**src/rtl/rv_pkg.sv**
```systemverilog
// Shared types and defaults for the RISC-V instruction-fetch front end.
package rv_pkg;
    localparam int          XLEN_DEF     = 32;
    localparam logic [31:0] RESET_PC_DEF = 32'h0000_0000;
    localparam logic [31:0] INSN_NOP     = 32'h0000_0013;

    typedef enum logic [1:0] {
        IDLE,
        REQ,
        DROP
    } fetch_state_t;

    typedef struct packed {
        logic [XLEN_DEF-1:0] pc;
        logic [31:0]         insn;
    } fetch_entry_t;
endpackage

```
**src/rtl/rv_fetch_unit_if.sv**
```systemverilog
// Instruction-memory and decode-side signals of the fetch unit; master = fetch unit.
interface rv_fetch_unit_if import rv_pkg::*; #(
    parameter int XLEN  = XLEN_DEF,
    parameter int DEPTH = 4
);
    logic                         imem_req;
    logic [XLEN-1:0]              imem_addr;
    logic                         imem_ack;
    logic [31:0]                  imem_rdata;
    logic                         inst_valid;
    logic [31:0]                  inst_data;
    logic [XLEN-1:0]              inst_pc;
    logic [XLEN-1:0]              inst_pc_plus4;
    logic                         inst_ready;
    logic                         redirect;
    logic [XLEN-1:0]              redirect_pc;
    logic [$clog2(DEPTH+1)-1:0]   fifo_count;

    modport master (
        output imem_req, imem_addr, inst_valid, inst_data, inst_pc, inst_pc_plus4, fifo_count,
        input  imem_ack, imem_rdata, inst_ready, redirect, redirect_pc
    );

    modport slave (
        input  imem_req, imem_addr, inst_valid, inst_data, inst_pc, inst_pc_plus4, fifo_count,
        output imem_ack, imem_rdata, inst_ready, redirect, redirect_pc
    );
endinterface

```
**src/rtl/fetch_fifo.sv**
```systemverilog
// Synchronous prefetch FIFO with flush; head word is visible combinationally and reads 0 when empty.
module fetch_fifo #(
    parameter int WIDTH = 64,
    parameter int DEPTH = 4
) (
    input  logic                       clk,
    input  logic                       rst_n,
    input  logic                       push,
    input  logic                       pop,
    input  logic                       flush,
    input  logic [WIDTH-1:0]           wdata,
    output logic [WIDTH-1:0]           rdata,
    output logic                       empty,
    output logic [$clog2(DEPTH+1)-1:0] count
);
    localparam int AW = $clog2(DEPTH);
    localparam int CW = $clog2(DEPTH+1);

    logic [WIDTH-1:0] mem [DEPTH];
    logic [AW-1:0]    wr_ptr;
    logic [AW-1:0]    rd_ptr;
    logic             do_push;
    logic             do_pop;
    logic             full;

    assign empty   = (count == '0);
    assign full    = (count == CW'(DEPTH));
    assign do_push = push && !flush;
    assign do_pop  = pop && !empty && !flush;
    assign rdata   = empty ? '0 : mem[rd_ptr];

    always_ff @(posedge clk or negedge rst_n) begin
        if (!rst_n) begin
            wr_ptr <= '0;
            rd_ptr <= '0;
            count  <= '0;
        end else if (flush) begin
            wr_ptr <= '0;
            rd_ptr <= '0;
            count  <= '0;
        end else begin
            if (do_push) wr_ptr <= wr_ptr + 1'b1;
            if (do_pop)  rd_ptr <= rd_ptr + 1'b1;
            count <= count + CW'(do_push) - CW'(do_pop);
        end
    end

    always_ff @(posedge clk) begin
        if (do_push) mem[wr_ptr] <= wdata;
    end

    // Requests are only issued when a slot is guaranteed, so this must never fire.
    always @(posedge clk) begin
        if (rst_n && !flush) assert (!(push && full)) else $error("fetch_fifo: push into full FIFO");
    end
endmodule

```
**src/rtl/rv_fetch_unit.sv**
```systemverilog
// Handshaked instruction-fetch engine: one outstanding memory request, prefetch FIFO, redirect with flush.
module rv_fetch_unit import rv_pkg::*; #(
    parameter int              XLEN     = XLEN_DEF,
    parameter int              DEPTH    = 4,
    parameter logic [XLEN-1:0] RESET_PC = XLEN'(RESET_PC_DEF)
) (
    input  logic            clk,
    input  logic            rst,
    rv_fetch_unit_if.master bus
);
    // state | meaning
    // IDLE  | no request outstanding, waiting for FIFO room
    // REQ   | request for fetch_pc on the bus
    // DROP  | abandoned request at drop_addr awaiting its ack, data discarded
    localparam int CW = $clog2(DEPTH+1);

    fetch_state_t     state, state_next;
    logic [XLEN-1:0]  fetch_pc;
    logic [XLEN-1:0]  drop_addr;
    logic [XLEN-1:0]  redirect_aligned;
    logic [CW-1:0]    count;
    logic [CW-1:0]    count_next;
    logic             ack;
    logic             push;
    logic             pop;
    logic             empty;
    logic [XLEN+31:0] head;

    assign redirect_aligned = bus.redirect_pc & ~XLEN'(3);
    assign ack  = bus.imem_ack && (state != IDLE);
    assign push = ack && (state == REQ) && !bus.redirect;
    assign pop  = !empty && bus.inst_ready && !bus.redirect;
    assign count_next = bus.redirect ? '0 : count + CW'(push) - CW'(pop);

    always_ff @(posedge clk or negedge rst) begin
        if (!rst) begin
            state     <= IDLE;
            fetch_pc  <= RESET_PC;
            drop_addr <= RESET_PC;
        end else begin
            state <= state_next;
            if (state == REQ && bus.redirect && !ack) drop_addr <= fetch_pc;
            if (bus.redirect)  fetch_pc <= redirect_aligned;
            else if (push)     fetch_pc <= fetch_pc + XLEN'(4);
        end
    end

    always_comb begin
        state_next    = state;
        bus.imem_req  = (state != IDLE);
        bus.imem_addr = (state == DROP) ? drop_addr : fetch_pc;
        case (state)
            IDLE: if (count_next < CW'(DEPTH)) state_next = REQ;
            REQ: begin
                if (bus.redirect)                          state_next = ack ? REQ : DROP;
                else if (ack && count_next >= CW'(DEPTH))  state_next = IDLE;
            end
            DROP: if (ack) state_next = REQ;
            default: state_next = IDLE;
        endcase
    end

    fetch_fifo #(.WIDTH(XLEN + 32), .DEPTH(DEPTH)) u_fifo (
        .clk   (clk),
        .rst_n (rst),
        .push  (push),
        .pop   (pop),
        .flush (bus.redirect),
        .wdata ({fetch_pc, bus.imem_rdata}),
        .rdata (head),
        .empty (empty),
        .count (count)
    );

    assign bus.inst_valid    = !empty;
    assign bus.inst_pc       = head[XLEN+31:32];
    assign bus.inst_data     = head[31:0];
    assign bus.inst_pc_plus4 = empty ? '0 : head[XLEN+31:32] + XLEN'(4);
    assign bus.fifo_count    = count;
endmodule

```
**src/flat_wrapper.sv**
```systemverilog
// flat-port wrapper written by rule: the top's interface ports become plain ports
module rv_fetch_unit_flat import rv_pkg::*;
#(
    parameter int              XLEN     = XLEN_DEF,
    parameter int              DEPTH    = 4,
    parameter logic [XLEN-1:0] RESET_PC = XLEN'(RESET_PC_DEF)
)
  (clk, rst, bus_imem_req, bus_imem_addr, bus_inst_valid, bus_inst_data, bus_inst_pc, bus_inst_pc_plus4, bus_fifo_count, bus_imem_ack, bus_imem_rdata, bus_inst_ready, bus_redirect, bus_redirect_pc);
  rv_fetch_unit_if #(.XLEN(XLEN), .DEPTH(DEPTH)) bus_i ();
  input  logic clk;
  input  logic rst;
  output wire logic [$bits(bus_i.imem_req)-1:0] bus_imem_req;
  output wire logic [$bits(bus_i.imem_addr)-1:0] bus_imem_addr;
  output wire logic [$bits(bus_i.inst_valid)-1:0] bus_inst_valid;
  output wire logic [$bits(bus_i.inst_data)-1:0] bus_inst_data;
  output wire logic [$bits(bus_i.inst_pc)-1:0] bus_inst_pc;
  output wire logic [$bits(bus_i.inst_pc_plus4)-1:0] bus_inst_pc_plus4;
  output wire logic [$bits(bus_i.fifo_count)-1:0] bus_fifo_count;
  input wire logic [$bits(bus_i.imem_ack)-1:0] bus_imem_ack;
  input wire logic [$bits(bus_i.imem_rdata)-1:0] bus_imem_rdata;
  input wire logic [$bits(bus_i.inst_ready)-1:0] bus_inst_ready;
  input wire logic [$bits(bus_i.redirect)-1:0] bus_redirect;
  input wire logic [$bits(bus_i.redirect_pc)-1:0] bus_redirect_pc;
  assign bus_imem_req = bus_i.imem_req;
  assign bus_imem_addr = bus_i.imem_addr;
  assign bus_inst_valid = bus_i.inst_valid;
  assign bus_inst_data = bus_i.inst_data;
  assign bus_inst_pc = bus_i.inst_pc;
  assign bus_inst_pc_plus4 = bus_i.inst_pc_plus4;
  assign bus_fifo_count = bus_i.fifo_count;
  assign bus_i.imem_ack = bus_imem_ack;
  assign bus_i.imem_rdata = bus_imem_rdata;
  assign bus_i.inst_ready = bus_inst_ready;
  assign bus_i.redirect = bus_redirect;
  assign bus_i.redirect_pc = bus_redirect_pc;
  rv_fetch_unit #(.XLEN(XLEN), .DEPTH(DEPTH), .RESET_PC(RESET_PC)) u_core (.clk(clk), .rst(rst), .bus(bus_i));
endmodule
```
**config.mk**
```make
export PLATFORM = sky130hd
export DESIGN_NAME = rv_fetch_unit_flat
export DESIGN_NICKNAME = d
export VERILOG_FILES = /design/src/rtl/rv_pkg.sv /design/src/rtl/rv_fetch_unit_if.sv /design/src/rtl/fetch_fifo.sv /design/src/rtl/rv_fetch_unit.sv /design/src/flat_wrapper.sv
export SDC_FILE = /design/constraint.sdc
export NUM_CORES = 1
export LEC_CHECK = 0
export ABC_AREA = 0
export CAP_MARGIN = 0
export CORE_MARGIN = 8
export CORE_UTILIZATION = 50
export CTS_CLUSTER_DIAMETER = 60
export CTS_CLUSTER_SIZE = 12
export DETAILED_ROUTE_END_ITERATION = 6
export MAX_ROUTING_LAYER = met4
export PLACE_DENSITY_LB_ADDON = 0.08
export SLEW_MARGIN = 20
export SYNTH_ARGS = -nofsm -noshare
export SYNTH_HDL_FRONTEND = slang
export SYNTH_HIERARCHICAL = 1
export SYNTH_SLANG_ARGS = --single-unit
```
**constraint.sdc**
```tcl
create_clock -name clk -period 2.9 [get_ports clk]
set_input_delay 0.435 -clock clk [delete_from_list [all_inputs] [get_ports clk]]
set_output_delay 0.435 -clock clk [all_outputs]
set_load 0.03 [all_outputs]
```
* Yosys cells after proc, flatten, opt, wreduce, memory -nomap -nowiden
Memory sizes are Yosys's and may differ from the RTL's.
Index checks and enable logic that the tools add are counted.
** Word-level totals
- Input port bits :: 69
- Memories :: 1
- RAM bits :: 256
- Word-level logic and storage cells :: 62
- Flip-flop bits (word level) :: 73
- Output and inout bits :: 133
** Memory list
- u_core.u_fifo.mem :: words 4, width 64, rd ports 1, clocked after Yosys merged registers in 0, wr ports 1, line fetch_fifo.sv:19 : logic [WIDTH-1:0] mem [DEPTH];
** Cells by class
- Eq/ne operators :: 5
- Reduce and logical (&&, ||, !) cells :: 21
- Add/subtract/negate cells :: 8
- Magnitude comparators :: 2
- Muxes and demuxes :: 19
** Operators with widths (count)
- 2-to-1 mux 32 bit :: 4
- adder 32 x 3 -> 32 bit, second input constant :: 2
- 2-to-1 mux 64 bit :: 1
- 2-to-1 mux 2 bit :: 9
- logical AND 1 bit :: 11
- nonzero test 2 bit :: 4
- adder 3 x 1 -> 3 bit :: 2
- 2-to-1 mux 3 bit :: 2
- one-hot mux 2 bit (3 select lines) :: 1
- subtractor 3 x 1 -> 3 bit :: 2
- adder 2 x 1 -> 2 bit, second input constant :: 2
- != test 2 x 1 -> 1 bit, second input constant :: 2
- >= comparator 3 bit, second input constant :: 1
- zero test 1 bit :: 3
- zero test 3 bit :: 1
- < comparator 3 bit, second input constant :: 1
- != test 3 bit, second input constant :: 1
- AND reduction 3 bit :: 1
- == test 2 x 1 -> 1 bit, second input constant :: 1
- == test 2 bit, second input constant :: 1
- zero test 2 bit :: 1
- 2-to-1 mux 1 bit :: 2

* Longest topological paths before layout
Gate-level depths: netlist (run 1).
- Depth in word-level cells :: 12
- Depth in mapped cells :: 16
- Mapped depth without buffers :: 13

* Hierarchy
The synthesis (run 1) kept the hierarchy.
** Modules (own cells, without submodules)
- fetch_fifo :: times used 1, cells each 450, seq. area each 7862.5 um^2, area each 10158.5 um^2
- rv_fetch_unit :: times used 1, cells each 463, seq. area each 1551.5 um^2, area each 4174.0 um^2

* Worst setup path after synthesis (run 1)
No wires, ideal clock.
- Path kind :: reg-to-output
- Start :: register u_core.u_fifo.count[1]
- End :: output bus_inst_pc_plus4[27]
- Data required time :: 2.465 ns
- Path buffers :: 3
- Stages on the path, launching flop included :: 10
- Setup slack :: -1.008 ns
- Arrival :: 3.473 ns
- Cell sequence :: dfrtp_1 > or3_1 > clkbuf_1 > clkbuf_1 > and2_1 > nand4_1 > or4_1 > clkbuf_1 > or4_1 > a21oi_1
** Between the ends
- Cells in the longest elaborated chain, start to end :: 4
** Ends and longest elaborated chain
- start, declared :: line fetch_fifo.sv:14 : output logic [$clog2(DEPTH+1)-1:0] count
- start signal, assigned :: line fetch_fifo.sv:44 : count <= count + CW'(do_push) - CW'(do_pop);
- zero test 3 bit :: line fetch_fifo.sv:26 : assign empty = (count == '0);
- 2-to-1 mux 64 bit :: line fetch_fifo.sv:30 : assign rdata = empty ? '0 : mem[rd_ptr];
- net bus_inst_pc[17] :: line flat_wrapper.sv:16 : output wire logic [$bits(bus_i.inst_pc)-1:0] bus_inst_pc;
- adder 32 x 3 -> 32 bit :: line rv_fetch_unit.sv:78 : assign bus.inst_pc_plus4 = empty ? '0 : head[XLEN+31:32] + XLEN'(4);
- 2-to-1 mux 32 bit :: line rv_fetch_unit.sv:78
- end, declared :: line flat_wrapper.sv:17 : output wire logic [$bits(bus_i.inst_pc_plus4)-1:0] bus_inst_pc_plus4;
The timed path passes the listed nets, and every way through them passes these cells.

* Final worst setup path (run 1)
- Start :: register u_core.u_fifo.rd_ptr[0]
- End :: output bus_inst_pc_plus4[24]
** Between the ends
- Cells in the longest elaborated chain, start to end :: 4
** Ends and longest elaborated chain
- start, declared :: line fetch_fifo.sv:21 : logic [AW-1:0] rd_ptr;
- start signal, assigned :: line fetch_fifo.sv:43 : if (do_pop) rd_ptr <= rd_ptr + 1'b1;
- memory read (4 x 64 bit)
- 2-to-1 mux 64 bit :: line fetch_fifo.sv:30
- adder 32 x 3 -> 32 bit :: line rv_fetch_unit.sv:78
- 2-to-1 mux 32 bit :: line rv_fetch_unit.sv:78
No other way between the ends.

==> metrics.cfg, run 1 <==
[setup_path]
start_kind=flop
crit_path_end_kind=output port
cp_cell_sequence=buf_12 -> mux4_2 -> and2_4 -> and4_4 -> nand4_1 -> buf_6 -> or4_4 -> a21oi_4 -> buf_12
slowest_delay_ns=0.53
worst-path-max-fanout=20
critPathBufInv=3
path_common_cell=buf_12
worst_ep_arrival_time_ns=3.17
worst-setup-path-type=reg2out
critPathSlowestCell=or4_4
cp_top_family=simple AND/OR/NAND/NOR gates
required_ns=2.47

[routing]
vias=8774
wl_per_cell_microns=20.58
ant_nets=0
totalWireLength_microns=33040
drt_iter0_drc=471
route.detailed.vias_per_inst=5.467
drt_first_pass_iters=5
drc=0

[sta]
finalHoldViolCount=0
fin_setup_tns_ns=-12.74
period_share_pct=124.4
fin_hold_ws_ns=0.3293
grt_setup_unrepaired=true
min_period_ns=3.607
maxSlewHeadroom_pct=61.63
setup_violations=28
fin_worst_skew_ns=0.01866
worstMarginPinSlew_ns=0.5739
finalWorstSetupSlack_ns=-0.7073
fmax_ghz=0.2772
drv_slew=0

[floorplanning]
fp.dieArea_sq_mm=0.03434
io-pin-count=202
core_area_sq_mm=0.02847
std_cell_rows=62
start_util_pct=50.34
die_h_microns=185.3
dieWidth_microns=185.3

[grt]
grt_use_met2_pct=31.55
met3_usage_pct=3.727
met1_usage_pct=26.73
gr-usage-all-layers_pct=19.92
grt.overflow.total=0
grt_pass1_wl_microns=51310
grt_max_degree=36
top_usage_layer=met2
grt_antenna_before_repair=0
grt_pass1_vias=9128

[placement]
gp_congestion=0.7886
port_buffers=197
hpwl_microns=22680
dp.cells=1543

[yosys]
ys_types=51
syn_area_sq_mm=0.01433
ys_ff_latch=325
synth_top_area_share_pct=53.64
synthCells=913
yosysSeqAreaShare_pct=65.68
ys_async_sr_fraction_pct=21.23
yosysMostFrequentCell=edfxtp_1
syn_area_per_cell_sq_um=15.70
synth_flop_cell=edfxtp_1
synth_top_area_cell=edfxtp_1
synthTopCellsByArea=edfxtp_1 (54%), dfrtp_1 (12%), mux4_2 (10%), mux2_2 (4.5%), and2_1 (3.0%)
synth_edf_count=256
yosysWarnings=6
yosys-top-cells-count=edfxtp_1 (256), and2_1 (69), dfrtp_1 (69), mux4_2 (64), mux2_2 (57)

[power_and_ir_drop]
power_density_mw_per_mm2=564.5
p_leak_nw=6.858
irDropWorstVdd_mv=0.3867
total_power_mw=10.78

[clock_tree]
cts_buffers=34
clock_latency_ns=0.50
tritoncts=yes
cts.htree.levels=2
root_buffer=clkbuf_16
cts.clk_slew.worst_paths_ns=0.06
cts.path.max_buffers=3
cts.sinks=325

[layout]
instances_no_fill=1605
fillCellCount=2031
area_growth_pct=33.22
drive_gt1_share_pct=36.86
nets=1285
antenna_cells=0

[outcome]
status=finished, violations left
violations=setup timing

[hold_path]
hp-class=in2async

[flow_run]
maxCapViolCount=0

## timing repair
item                       CTS  global route
setup endpoints to repair   87            64
hold buffers                 1             0
hold endpoints to repair     8             0
gates cloned                 1             0
pin swaps                    3            17
setup buffers                6             2
resized for setup          124            49
## power breakdown
part / leakage, nW / total [mW] / switching (mW) / internal (mW)
Combinational: 3.26 / 1.33 / 0.701 / 0.634
Clock: 0.475 / 3.93 / 1.67 / 2.26
Sequential: 3.12 / 5.51 / 0.210 / 5.30
Total: 6.86 / 10.8 / 2.58 / 8.20
## worst register-to-register path: cells and delay by family (launching register included)
kind            cells  cell delay [ns]
simple gates        4             0.68
fa+ha+maj           3             0.79
xor+xnor            1             0.20
compound gates      1             0.09
buf+inv             5             0.40
flops               1             0.40
## area by class of cell
cell class                 instances  area [sq um]  share of cell area, %
timing repair buffer             303          3099                  16.23
sequential                       325          9425                  49.36
clock buffer                      48         945.9                  4.954
clock inverter                     4         28.78                 0.1507
multi-input combinational        517          5024                  26.31
inverter                          24         90.09                 0.4718
tap                              384         480.5                  2.516
## per-stage QoR
stage	setup slack [ns]	util, %	cell area [sq um]
after floorplan	-0.2874	-	14720
after global placement	-0.3789	62.22	17710
after detailed placement	-0.4104	62.22	17710
after CTS	-0.6954	66.44	18920
after global routing	-0.7972	67.07	19090
final	-0.7073	67.07	19090
## final timing paths
| path | start | endpoint | cells past startpoint | slack, ns |
|---|---|---|---|---|
| max in group asynchronous | rst | u_core/fetch_pc[6] | 3 | 1.82 |
| min in group clk | bus_redirect_pc[11] | u_core/fetch_pc[11] | 3 | 0.47 |
| worst min-delay path | rst | u_core/u_fifo/wr_ptr[1] | 2 | 0.33 |
| worst min register to register | u_core/drop_addr[3] | u_core/drop_addr[3] | 1 | 0.50 |
| worst max register to register | u_core/u_fifo/count[1] | u_core/u_fifo/count[2] | 14 | 0.23 |
| worst max-delay path | u_core/u_fifo/rd_ptr[0] | bus_inst_pc_plus4[24] | 9 | -0.71 |
## layout by cell type (no fill, tap or decap), types with 12 or more instances in the layout
cell             Yosys  routed
o21ai_0             21      20
edfxtp_1           256     256
a21oi_4              0      12
dlygate4sd2_1        0      36
buf_4                4     119
dfrtp_1             69      64
xnor2_1             15      13
o31ai_1             15      13
nand3_1             19      15
and2_4               0      26
nand4_1             13      13
clkbuf_1            36      12
buf_12               4      34
inv_1               24      22
and2_1              69      39
mux2_2              57      57
clkdlybuf4s15_2      0      14
mux4_2              64      64
nand2_1             36      32
clkbuf_16            0      36
nor2_1              44      42
a31oi_1             16      16
buf_6                2      17
clkdlybuf4s50_1      0      69
## flip-flops by register name, summed over array words and instances (netlist names)
signal	cells
u_core/u_fifo/count	3
u_core/u_fifo/wr_ptr	2
u_core/fetch_pc	30
u_core/state	2
u_core/u_fifo/mem	256
u_core/drop_addr	30
u_core/u_fifo/rd_ptr	2
## cell families (layout without fill, tap and decap cells)
group,count (synthesis),in the layout,synth area share (%)
buffers and inverters,80,379,2.829
AND/OR/NAND/NOR,260,260,10.23
flip-flops,325,325,65.68
XOR/XNOR,27,27,1.746
AO/OA/AOI/OAI,81,81,3.405
adder cells (fa/ha/maj),11,11,1.013
other,1,10,0.02616
multiplexers,128,128,15.07
## metal layers
layer  routed length (microns)  share of wire (%)
met5                         0                  0
met4                       418                1.3
met3                      1963                5.9
met2                     15600                 47
met1                     15050                 46
No activity file was read; power rests on OpenSTA's default activity.
==> run 2: changes to the inputs <==
--- a/config.mk
+++ b/config.mk
@@ -7,13 +7,14 @@
 export LEC_CHECK = 0
 export ABC_AREA = 0
 export CAP_MARGIN = 0
+export CORE_ASPECT_RATIO = 1.4
 export CORE_MARGIN = 8
 export CORE_UTILIZATION = 50
 export CTS_CLUSTER_DIAMETER = 60
 export CTS_CLUSTER_SIZE = 12
 export DETAILED_ROUTE_END_ITERATION = 6
 export MAX_ROUTING_LAYER = met4
-export PLACE_DENSITY_LB_ADDON = 0.08
+export PLACE_DENSITY = 0.76
 export SLEW_MARGIN = 20
 export SYNTH_ARGS = -nofsm -noshare
 export SYNTH_HDL_FRONTEND = slang
==> run 2 against run 1 <==
Against the previous run:
- the flow still finishes with violations (setup timing)
- via count rose by 1.2%
- register-to-register slack got worse by 0.09 ns
- critical path depth shrank 1
- sequential power barely moved
- design area hardly changed
- sequential cell count stayed put
- critical path type unchanged
- largest power group unchanged
- clock-buffer cell count up 8
- combinational power barely moved
- cell count rose by 0.56%
==> metrics.cfg, run 2 (synthesized netlist as in run 1, its figures left out) <==
[outcome]
status=finished, violations left  ; unchanged
violations=setup timing  ; unchanged

[setup_path]
worst-path-max-fanout=8  ; was 20
slowest_delay_ns=0.58  ; was 0.53 ns
critPathBufInv=2  ; was 3
required_ns=2.47  ; about the same
cp_top_family=simple AND/OR/NAND/NOR gates  ; unchanged
r2r_start=u_core/u_fifo/count[0]  ; was u_core/u_fifo/count[1]
r2r_cells=14  ; unchanged
cp_cell_sequence=buf_4 -> mux4_2 -> and2_4 -> nand4_1 -> or4_4 -> nor4_4 -> mux2_4 -> buf_4  ; was buf_12 -> mux4_2 -> and2_4 -> and4_4 -> nand4_1 -> buf_6 -> or4_4 -> a21oi_4 -> buf_12
start_kind=flop  ; unchanged
worst_r2r_endpoint=u_core/u_fifo/count[2]  ; unchanged
critPathSlowestCell=or4_4  ; unchanged
r2r_slack_ns=0.14  ; was 0.23 ns
worst-setup-path-type=reg2out  ; unchanged
worst_ep_arrival_time_ns=3.30  ; was 3.17 ns
crit_path_end_kind=output port  ; unchanged
path_common_cell=buf_4  ; was buf_12

[routing]
drt_iter0_drc=481  ; was 471
wl_per_cell_microns=20.51  ; was 20.58 microns
ant_nets=0  ; unchanged
drt_first_pass_iters=5  ; unchanged
totalWireLength_microns=33100  ; was 33040 microns
drc=0  ; unchanged
vias=8880  ; was 8774
route.detailed.vias_per_inst=5.502  ; was 5.467

[clock_tree]
cts_buffers=31  ; was 34
cts.sinks=325  ; unchanged
root_buffer=clkbuf_16  ; unchanged
cts.htree.levels=1  ; was 2
clock_latency_ns=0.57  ; was 0.50 ns
tritoncts=yes  ; unchanged
cts.clk_slew.worst_paths_ns=0.06  ; about the same
cts.path.max_buffers=3  ; unchanged

[sta]
drv_slew=0  ; unchanged
finalHoldViolCount=0  ; unchanged
period_share_pct=128.8  ; was 124.4%
setup_violations=48  ; was 28
finalWorstSetupSlack_ns=-0.8338  ; was -0.7073 ns
min_period_ns=3.734  ; was 3.607 ns
maxSlewHeadroom_pct=62.26  ; was 61.63%
worstMarginPinSlew_ns=0.5646  ; was 0.5739 ns
fin_setup_tns_ns=-18.33  ; was -12.74 ns
fin_worst_skew_ns=0.02496  ; was 0.01866 ns
fin_hold_ws_ns=0.4250  ; was 0.3293 ns
fmax_ghz=0.2678  ; was 0.2772 GHz
grt_setup_unrepaired=true  ; unchanged

[layout]
utilization_pct=67.49  ; was 67.07%
nets=1294  ; was 1285
regMostFlops=u_core/u_fifo/mem  ; unchanged
reg.largest.list=u_core/u_fifo/mem (256), u_core/drop_addr (30), u_core/fetch_pc (30)  ; unchanged
area_growth_pct=33.34  ; was 33.22%
final_cell_mix=edfxtp_1 (256), buf_4 (99), clkdlybuf4s50_1 (69), dfrtp_1 (64), mux4_2 (64)  ; was edfxtp_1 (256), buf_4 (119), clkdlybuf4s50_1 (69), dfrtp_1 (64), mux4_2 (64)
largest_reg_flops=256  ; unchanged
final_common_cell=edfxtp_1  ; unchanged
antenna_cells=0  ; unchanged
instances_no_fill=1614  ; was 1605
final_area_sq_mm=0.01911  ; was 0.01909 sq mm
drive_gt1_share_pct=36.97  ; was 36.86%

[placement]
gp_congestion=0.8562  ; was 0.7886
dp.cells=1530  ; was 1543
dpl_worst_slack_ns=-0.3838  ; was -0.4104 ns
dpl_cell_area_sq_mm=0.01774  ; was 0.01771 sq mm
hpwl_microns=22580  ; was 22680 microns
port_buffers=197  ; unchanged

[power_and_ir_drop]
power_density_mw_per_mm2=551.1  ; was 564.5 mW/mm^2
total_power_mw=10.53  ; was 10.78 mW
p_seq_share_pct=52.2  ; was 51.2%
p_sw_share_pct=23.89  ; was 23.91%
clkPwrFrac_pct=35.4  ; was 36.5%
p_sw_mw=2.516  ; was 2.577 mW
intPower_mw=8.017  ; was 8.202 mW
irDropWorstVdd_mv=0.4512  ; was 0.3867 mV
p_leak_nw=6.894  ; was 6.858 nW
combPwrFrac_pct=12.4  ; about the same

[floorplanning]
die_h_microns=216.3  ; was 185.3 microns
std_cell_rows=73  ; was 62
fp.dieArea_sq_mm=0.03442  ; was 0.03434 sq mm
start_util_pct=50.62  ; was 50.34%
core_area_sq_mm=0.02831  ; was 0.02847 sq mm
io-pin-count=202  ; unchanged
dieWidth_microns=159.1  ; was 185.3 microns

[grt]
grt_antenna_before_repair=0  ; unchanged
grt_pass1_wl_microns=52060  ; was 51310 microns
grt.overflow.total=0  ; unchanged
grt_pass1_vias=9288  ; was 9128
grt_max_degree=70  ; was 36
gr-usage-all-layers_pct=19.54  ; was 19.92%

[hold_path]
hp-class=in2async  ; unchanged

[flow_run]
maxCapViolCount=0  ; unchanged

## run 2: cell type report
| cell class | count | area [sq um] |
|---|---|---|
| sequential | 325 | 9423 |
| fill | 1993 | 9204 |
| multi-input combinational | 517 | 5034 |
| timing repair buffer | 315 | 3171 |
| clock buffer | 56 | 910.9 |
| tap | 375 | 469.2 |
| inverter | 24 | 90.09 |
| clock inverter | 2 | 13.76 |
## run 2: how the worst max path moves through the flow
stage / startpoint / depth (start not counted) / end / slack (ns)
floorplan: u_core/u_fifo/rd_ptr[0] / 10 / bus_inst_pc_plus4[28] / -0.29
global placement: u_core/u_fifo/rd_ptr[0] / 10 / bus_inst_pc_plus4[26] / -0.34
detailed placement: u_core/u_fifo/rd_ptr[0] / 9 / bus_inst_pc_plus4[26] / -0.38
CTS: u_core/u_fifo/rd_ptr[0] / 11 / bus_inst_pc_plus4[28] / -0.83
global route: u_core/u_fifo/rd_ptr[0] / 11 / bus_inst_pc_plus4[28] / -0.93
finish: u_core/u_fifo/rd_ptr[0] / 8 / bus_inst_pc_plus4[31] / -0.83
## run 2: timing repair
action | 4_1_cts | 5_1_grt
hold buffers | 1 | 0
cloned | 1 | 2
pin swaps | 5 | 21
setup buffers | 13 | 9
setup endpoints to repair | 113 | 68
gates resized for setup | 237 | 79
hold endpoints to repair | 69 | 0
## run 2: metal layers
layer  GRT usage, %  vias to the layer above  wire, microns
met2          33.47                      280          17350
li1               -                     4104              -
met5              -                        -              0
met4          7.535                        0            979
met3          2.409                       69           1453
met1          23.43                     4427          13320
## run 2: worst register-to-register path, delay by kind of cell, from the launching register on
family / cells / cell delay (ns)
AOI/OAI and AO/OA: 1 / 0.07
xor gates and xnor gates: 1 / 0.21
adders and majority gates: 3 / 0.81
buffers and inverters: 5 / 0.44
DFF: 1 / 0.39
and+or+nand+nor: 4 / 0.72
## run 2: power by group through the flow
stage / combinational, mW / clock (mW) / sequential, mW
after floorplan: 0.793 / 0 / 5.53
after global placement: 1.33 / 0 / 5.57
after detailed placement: 1.35 / 0 / 5.59
after CTS: 1.30 / 3.83 / 5.49
after global routing: 1.41 / 4.00 / 5.53
final: 1.31 / 3.73 / 5.50
==> run 3: changes to the inputs <==
--- a/config.mk
+++ b/config.mk
@@ -8,7 +8,6 @@
 export ABC_AREA = 0
 export CAP_MARGIN = 0
 export CORE_ASPECT_RATIO = 1.4
-export CORE_MARGIN = 8
 export CORE_UTILIZATION = 50
 export CTS_CLUSTER_DIAMETER = 60
 export CTS_CLUSTER_SIZE = 12
==> run 3 against run 2 <==
Against the previous run:
- design area down 0.14%
- routed wire length decreased by 2.4%
- critical endpoint is now bus_inst_pc_plus4[30]
- non-clock buffer count down 6
- combinational power hardly changed
- the flow still finishes with violations (setup timing)
- critical path type unchanged
==> metrics.cfg, run 3 (synthesized netlist as in run 1, its figures left out) <==
[outcome]
status=finished, violations left  ; unchanged
violations=setup timing  ; unchanged

[grt]
gr-usage-all-layers_pct=22.32  ; was 19.54%
grt.overflow.total=0  ; unchanged
grt_pass1_wl_microns=49670  ; was 52060 microns
grt_max_degree=39  ; was 70
grt_antenna_before_repair=0  ; unchanged
grt_pass1_vias=9071  ; was 9288

[clock_tree]
cts.clk_slew.worst_paths_ns=0.06  ; about the same
tritoncts=yes  ; unchanged
cts.htree.levels=1  ; unchanged
cts.sinks=325  ; unchanged
root_buffer=clkbuf_16  ; unchanged
cts_buffers=31  ; unchanged
cts.path.max_buffers=3  ; unchanged
clock_latency_ns=0.55  ; was 0.57 ns

[sta]
period_share_pct=128.9  ; was 128.8%
finalHoldViolCount=0  ; unchanged
fmax_ghz=0.2676  ; was 0.2678 GHz
maxSlewHeadroom_pct=61.94  ; was 62.26%
drv_slew=0  ; unchanged
finalWorstSetupSlack_ns=-0.8370  ; was -0.8338 ns
setup_violations=50  ; was 48
grt_setup_unrepaired=true  ; unchanged
fin_worst_skew_ns=0.01130  ; was 0.02496 ns
worstMarginPinSlew_ns=0.5692  ; was 0.5646 ns
min_period_ns=3.737  ; was 3.734 ns
fin_setup_tns_ns=-18.19  ; was -18.33 ns

[layout]
area_growth_pct=33.15  ; was 33.34%
utilization_pct=67.40  ; was 67.49%
final_common_cell=edfxtp_1  ; unchanged
regMostFlops=u_core/u_fifo/mem  ; unchanged
fillCellCount=1969  ; was 1993
antenna_cells=0  ; unchanged
largest_reg_flops=256  ; unchanged
nets=1288  ; was 1294
final_cell_mix=edfxtp_1 (256), buf_4 (88), clkdlybuf4s50_1 (70), dfrtp_1 (64), mux4_2 (64)  ; was edfxtp_1 (256), buf_4 (99), clkdlybuf4s50_1 (69), dfrtp_1 (64), mux4_2 (64)
seq_area_sq_mm=0.009423  ; unchanged
reg.largest.list=u_core/u_fifo/mem (256), u_core/drop_addr (30), u_core/fetch_pc (30)  ; unchanged
multi_input_area_sq_mm=0.005029  ; was 0.005034 sq mm
drive_gt1_share_pct=38.23  ; was 36.97%

[placement]
port_buffers=197  ; unchanged
dpl_worst_slack_ns=-0.3766  ; was -0.3838 ns
hpwl_microns=20970  ; was 22580 microns
gp_congestion=0.8354  ; was 0.8562

[power_and_ir_drop]
intPower_mw=7.940  ; was 8.017 mW
p_leak_nw=6.851  ; was 6.894 nW
clkPwrFrac_pct=34.7  ; was 35.4%
combPwrFrac_pct=12.7  ; was 12.4%
p_seq_share_pct=52.5  ; was 52.2%
irDropWorstVdd_mv=0.5423  ; was 0.4512 mV
p_sw_share_pct=24.11  ; was 23.89%
p_sw_mw=2.522  ; was 2.516 mW
power_density_mw_per_mm2=548.2  ; was 551.1 mW/mm^2

[routing]
drc=0  ; unchanged
vias=8854  ; was 8880
drt_iter0_drc=442  ; was 481
totalWireLength_microns=32300  ; was 33100 microns
route.detailed.vias_per_inst=5.510  ; was 5.502
drt_first_pass_iters=5  ; unchanged
ant_nets=0  ; unchanged
wl_per_cell_microns=20.10  ; was 20.51 microns

[flow_run]
maxCapViolCount=0  ; unchanged

[setup_path]
crit_path_end=bus_inst_pc_plus4[30]  ; was bus_inst_pc_plus4[31]
start_kind=flop  ; unchanged
r2r_slack_ns=0.14  ; about the same
worst_ep_arrival_time_ns=3.30  ; about the same
r2r_start=u_core/u_fifo/count[2]  ; was u_core/u_fifo/count[0]
startpoint=u_core/u_fifo/rd_ptr[0]  ; unchanged
crit_path_end_kind=output port  ; unchanged
worst-setup-path-type=reg2out  ; unchanged
worst_r2r_endpoint=u_core/u_fifo/count[2]  ; unchanged
worst-path-max-fanout=7  ; was 8
r2r_cells=14  ; unchanged
required_ns=2.47  ; about the same

[floorplanning]
dieWidth_microns=145.1  ; was 159.1 microns
start_util_pct=50.62  ; unchanged
core_area_sq_mm=0.02831  ; unchanged
std_cell_rows=73  ; unchanged
io-pin-count=202  ; unchanged
fp.dieArea_sq_mm=0.02936  ; was 0.03442 sq mm
die_h_microns=202.3  ; was 216.3 microns

[hold_path]
hp-class=in2async  ; unchanged

==> run 3: cell types whose count changed in the layout (fill, tap and decap cells not counted), moves of 3 or more <==
| cell | before | now |
|---|---|---|
| and2_4 | 26 | 44 |
| clkbuf_2 | 2 | 9 |
| nand2_2 | 1 | 4 |
| and2_1 | 36 | 20 |
| dlygate4sd2_1 | 41 | 32 |
| buf_2 | 24 | 17 |
| buf_8 | 5 | 1 |
| buf_6 | 25 | 37 |
| buf_4 | 99 | 88 |
==> run 3: layout make-up <==
| class | count | share of cell area (%) |
|---|---|---|
| clock buffer | 55 | 4.537 |
| clock inverter | 2 | 0.1049 |
| inverter | 24 | 0.4721 |
| multi-input combinational | 517 | 26.35 |
| sequential | 325 | 49.38 |
| tap | 375 | 2.459 |
| timing repair buffer | 309 | 16.70 |
==> run 3: metal layers <==
metal / vias to the layer above / global-route usage [%] / part of all wire (%) / wire [microns]
li1: 4087 / - / - / -
met1: 4477 / 26.92 / 40 / 12820
met2: 246 / 40.02 / 54 / 17500
met5: - / - / 0 / 0
met4: 0 / 6.053 / 1.7 / 547
met3: 44 / 2.190 / 4.5 / 1439
==> run 3: worst min-delay path by stage <==
stage          startpoint                   end  cells after the start
4_1_cts               rst  u_core/drop_addr[30]                      2
6_report              rst  u_core/drop_addr[28]                      2
2_1_floorplan         rst  u_core/drop_addr[10]                      0
3_5_place_dp          rst  u_core/drop_addr[28]                      1
5_1_grt               rst  u_core/drop_addr[28]                      2
3_3_place_gp          rst  u_core/drop_addr[28]                      1
==> run 3: critical path: stages, from the launching register on <==
cell and delay [ns]:
dfrtp_4 0.56, buf_12 0.17, mux4_2 0.32, and2_4 0.14, nand4_1 0.14, or4_4 0.62
or4_4 0.46, a21oi_4 0.20, buf_12 0.14
==> run 3: metrics by stage <==
| step | cell area [sq um] | hold slack, ns | total power, mW | cells |
|---|---|---|---|---|
| global route | 19080 | 0.3626 | 10.84 | 1607 |
| floorplan | 14720 | 0.1394 | 6.327 | 922 |
| global placement | 17700 | 0.3808 | 6.898 | 1524 |
| finish | 19080 | 0.3385 | 10.46 | 1607 |
| CTS | 18720 | 0.3377 | 10.50 | 1589 |
| detailed placement | 17700 | 0.3823 | 6.935 | 1524 |
==> run 3: power groups by stage <==
stage / Sequential [mW] / Clock (mW) / Combinational (mW)
finish: 5.50 / 3.63 / 1.33
floorplan: 5.53 / 0 / 0.793
detailed placement: 5.59 / 0 / 1.35
CTS: 5.50 / 3.71 / 1.30
global route: 5.53 / 3.88 / 1.43
global placement: 5.57 / 0 / 1.33
==> run 3: timing repair <==
action / CTS / global route
resized for setup: 155 / 230
pin swaps: 6 / 15
gates cloned: 0 / 5
endpoints found under the hold margin: 14 / 0
setup endpoints to repair: 117 / 91
hold buffers: 1 / 0
buffers inserted: 7 / 14
==> RTL edit: new RTL, settings of run 1 <==
`XLEN_DEF`: 32 -> 16.
--- a/src/rtl/rv_pkg.sv
+++ b/src/rtl/rv_pkg.sv
@@ -1,6 +1,6 @@
 // Shared types and defaults for the RISC-V instruction-fetch front end.
 package rv_pkg;
-    localparam int          XLEN_DEF     = 32;
+    localparam int          XLEN_DEF     = 16;
     localparam logic [31:0] RESET_PC_DEF = 32'h0000_0000;
     localparam logic [31:0] INSN_NOP     = 32'h0000_0013;
 
Ports: changed (resized bus_imem_addr, bus_inst_pc, bus_inst_pc_plus4 and bus_redirect_pc); port bits go from 202 to 138. No check against the original RTL was run, so the function may have changed too.
==> RTL edit against run 1 <==
- the flow still finishes with violations (negative setup slack)
- clock power down 34%
- worst setup slack gained 390 ps
- worst hold slack worse by 290 ps
- design area fell by 34%
- final cell count fell by 36%
- sequential cell count is 96 lower
- sequential power is 30% lower
- global-route usage is 1.6 points lower
- clock skew down 7.2 ps
- wire length down 35%
- area after synthesis is 32% lower
- via count decreased by 37%
- power down 33%
- critical endpoint is now bus_inst_pc_plus4[15]
- highest routed layer unchanged
==> RTL edit: results (changes against run 1) <==
stage,metric,value,unit,change
critical_path,r2r setup slk,130,ps,was 230 ps
clock_tree,PostCTS Resize Cnt,78,,was 124
clock_tree,post-CTS repair timing setup buffer count,13,,was 6
placement,pre-CTS setup slack,-2.71,ps,was -410 ps
cells_and_area,Final #Nets,821,,"was 1,285"
sta,Worst Max-Slew Pin Slew,850,ps,was 574 ps
cells_and_area,filler instances,1387,,"was 2,031"
clock_tree,H-Tree Depth,1,,was 2
run_status,violated checks,negative setup slack,,unchanged
run_status,outcome,finished with violations,,unchanged
clock_tree,CTS Buf Count,23,,was 34
critical_path,RR Startpoint,u_core/u_fifo/count[0],,was u_core/u_fifo/count[1]
synthesis,async set-reset flop share out of synthesis,0.162,,was 0.212
placement,half-perimeter wire length after placement,14.1,mm,was 22.7 mm
power_and_ir_drop,VDD IR max,449,uV,was 387 uV
sta,final count of negative-setup-slack endpoints,33,,was 28
grt,GR Util All Layers,0.183,,was 0.199
critical_path,worst r2r path cells,13,,was 14
grt,via count of the first global-routing pass,5915,,"was 9,128"
synthesis,main area contributors after synthesis,"edfxtp_1 59%, mux4_2 11%, dfrtp_1 9.5%",,"was edfxtp_1 54%, dfrtp_1 12%, mux4_2 10%"
placement,total instance count after detailed placement,976,,"was 1,543"
critical_path,maximum cell stage delay along the critical path,560,ps,was 530 ps
synthesis,number of enable flip-flop cells after synthesis,192,,was 256
placement,Port Buffers,133,,was 197
power_and_ir_drop,leakage,4.50,nW,was 6.86 nW
synthesis,most frequent cells after synthesis,"192 x edfxtp_1, 52 x and2_1, 48 x mux4_2, 37 x dfrtp_1, 28 x mux2_2",,"was 256 x edfxtp_1, 69 x and2_1, 69 x dfrtp_1, 64 x mux4_2, 57 x mux2_2"
sta,final worst clock skew,11.4,ps,was 18.7 ps
critical_path,"Slowest-stage cell, CP",dfrtp_4,,was or4_4
synthesis,library cells used by synthesis,46,,was 51
sta,final sum of negative setup slack,-6630,ps,"was -12,740 ps"
cells_and_area,Multi-input gate area,2990,um2,was 5020 um2
grt,pin count of the biggest net entering global routing,38,,was 36
placement,weighted congestion at the end of routability-driven global placement,0.776,,was 0.789
cells_and_area,non-filler cells in the finished layout,1030,,"was 1,605"
critical_path,crit path DAT,2790,ps,was 3170 ps
sta,post-route worst setup slack,-322,ps,was -707 ps
[RTL edit: worst max-delay path by stage]
stage | start | endpoint | cells past startpoint | slack, ps
after global routing | u_core/u_fifo/rd_ptr[0] | bus_inst_pc_plus4[14] | 10 | -410
after global placement | u_core/u_fifo/rd_ptr[0] | bus_inst_data[16] | 4 | 10
final | u_core/u_fifo/rd_ptr[0] | bus_inst_pc_plus4[15] | 9 | -320
after detailed placement | u_core/u_fifo/rd_ptr[0] | bus_inst_data[27] | 4 | -3
after CTS | u_core/u_fifo/rd_ptr[0] | bus_inst_pc_plus4[15] | 9 | -300
after floorplan | u_core/u_fifo/count[1] | u_core/u_fifo/count[2] | 15 | 10
[RTL edit: report_power, final]
group          internal, mW  leakage (nW)  switching (mW)
combinational         0.381          2.01           0.421
sequential             3.72          2.18           0.114
clock                  1.45         0.303            1.13
total                  5.55          4.50            1.66
[RTL edit: layout make-up]
cell class / count / area share
clock buffers: 31 / 0.0479
clock inverters: 2 / 0.00158
inverters: 16 / 0.00495
multi-input cells: 298 / 0.236
flip-flops and latches: 229 / 0.530
well taps: 265 / 0.0262
repair buffers: 189 / 0.152
[RTL edit: layer usage]
metal,vias up,part of all wire,GRT usage
li1,2517,-,-
met1,2833,0.40,0.219
met2,162,0.53,0.327
met3,23,0.055,0.0238
met4,0,0.014,0.0388
met5,-,0,-
[RTL edit: logic make-up after synthesis]
group / after synthesis / share of synthesized area
flops: 229 / 0.686
other cells: 1 / 0.000385
compound gates: 30 / 0.0174
fa+ha+maj: 11 / 0.0149
simple gates: 145 / 0.0830
buf+inv: 47 / 0.0296
mux: 79 / 0.146
xor+xnor: 23 / 0.0221
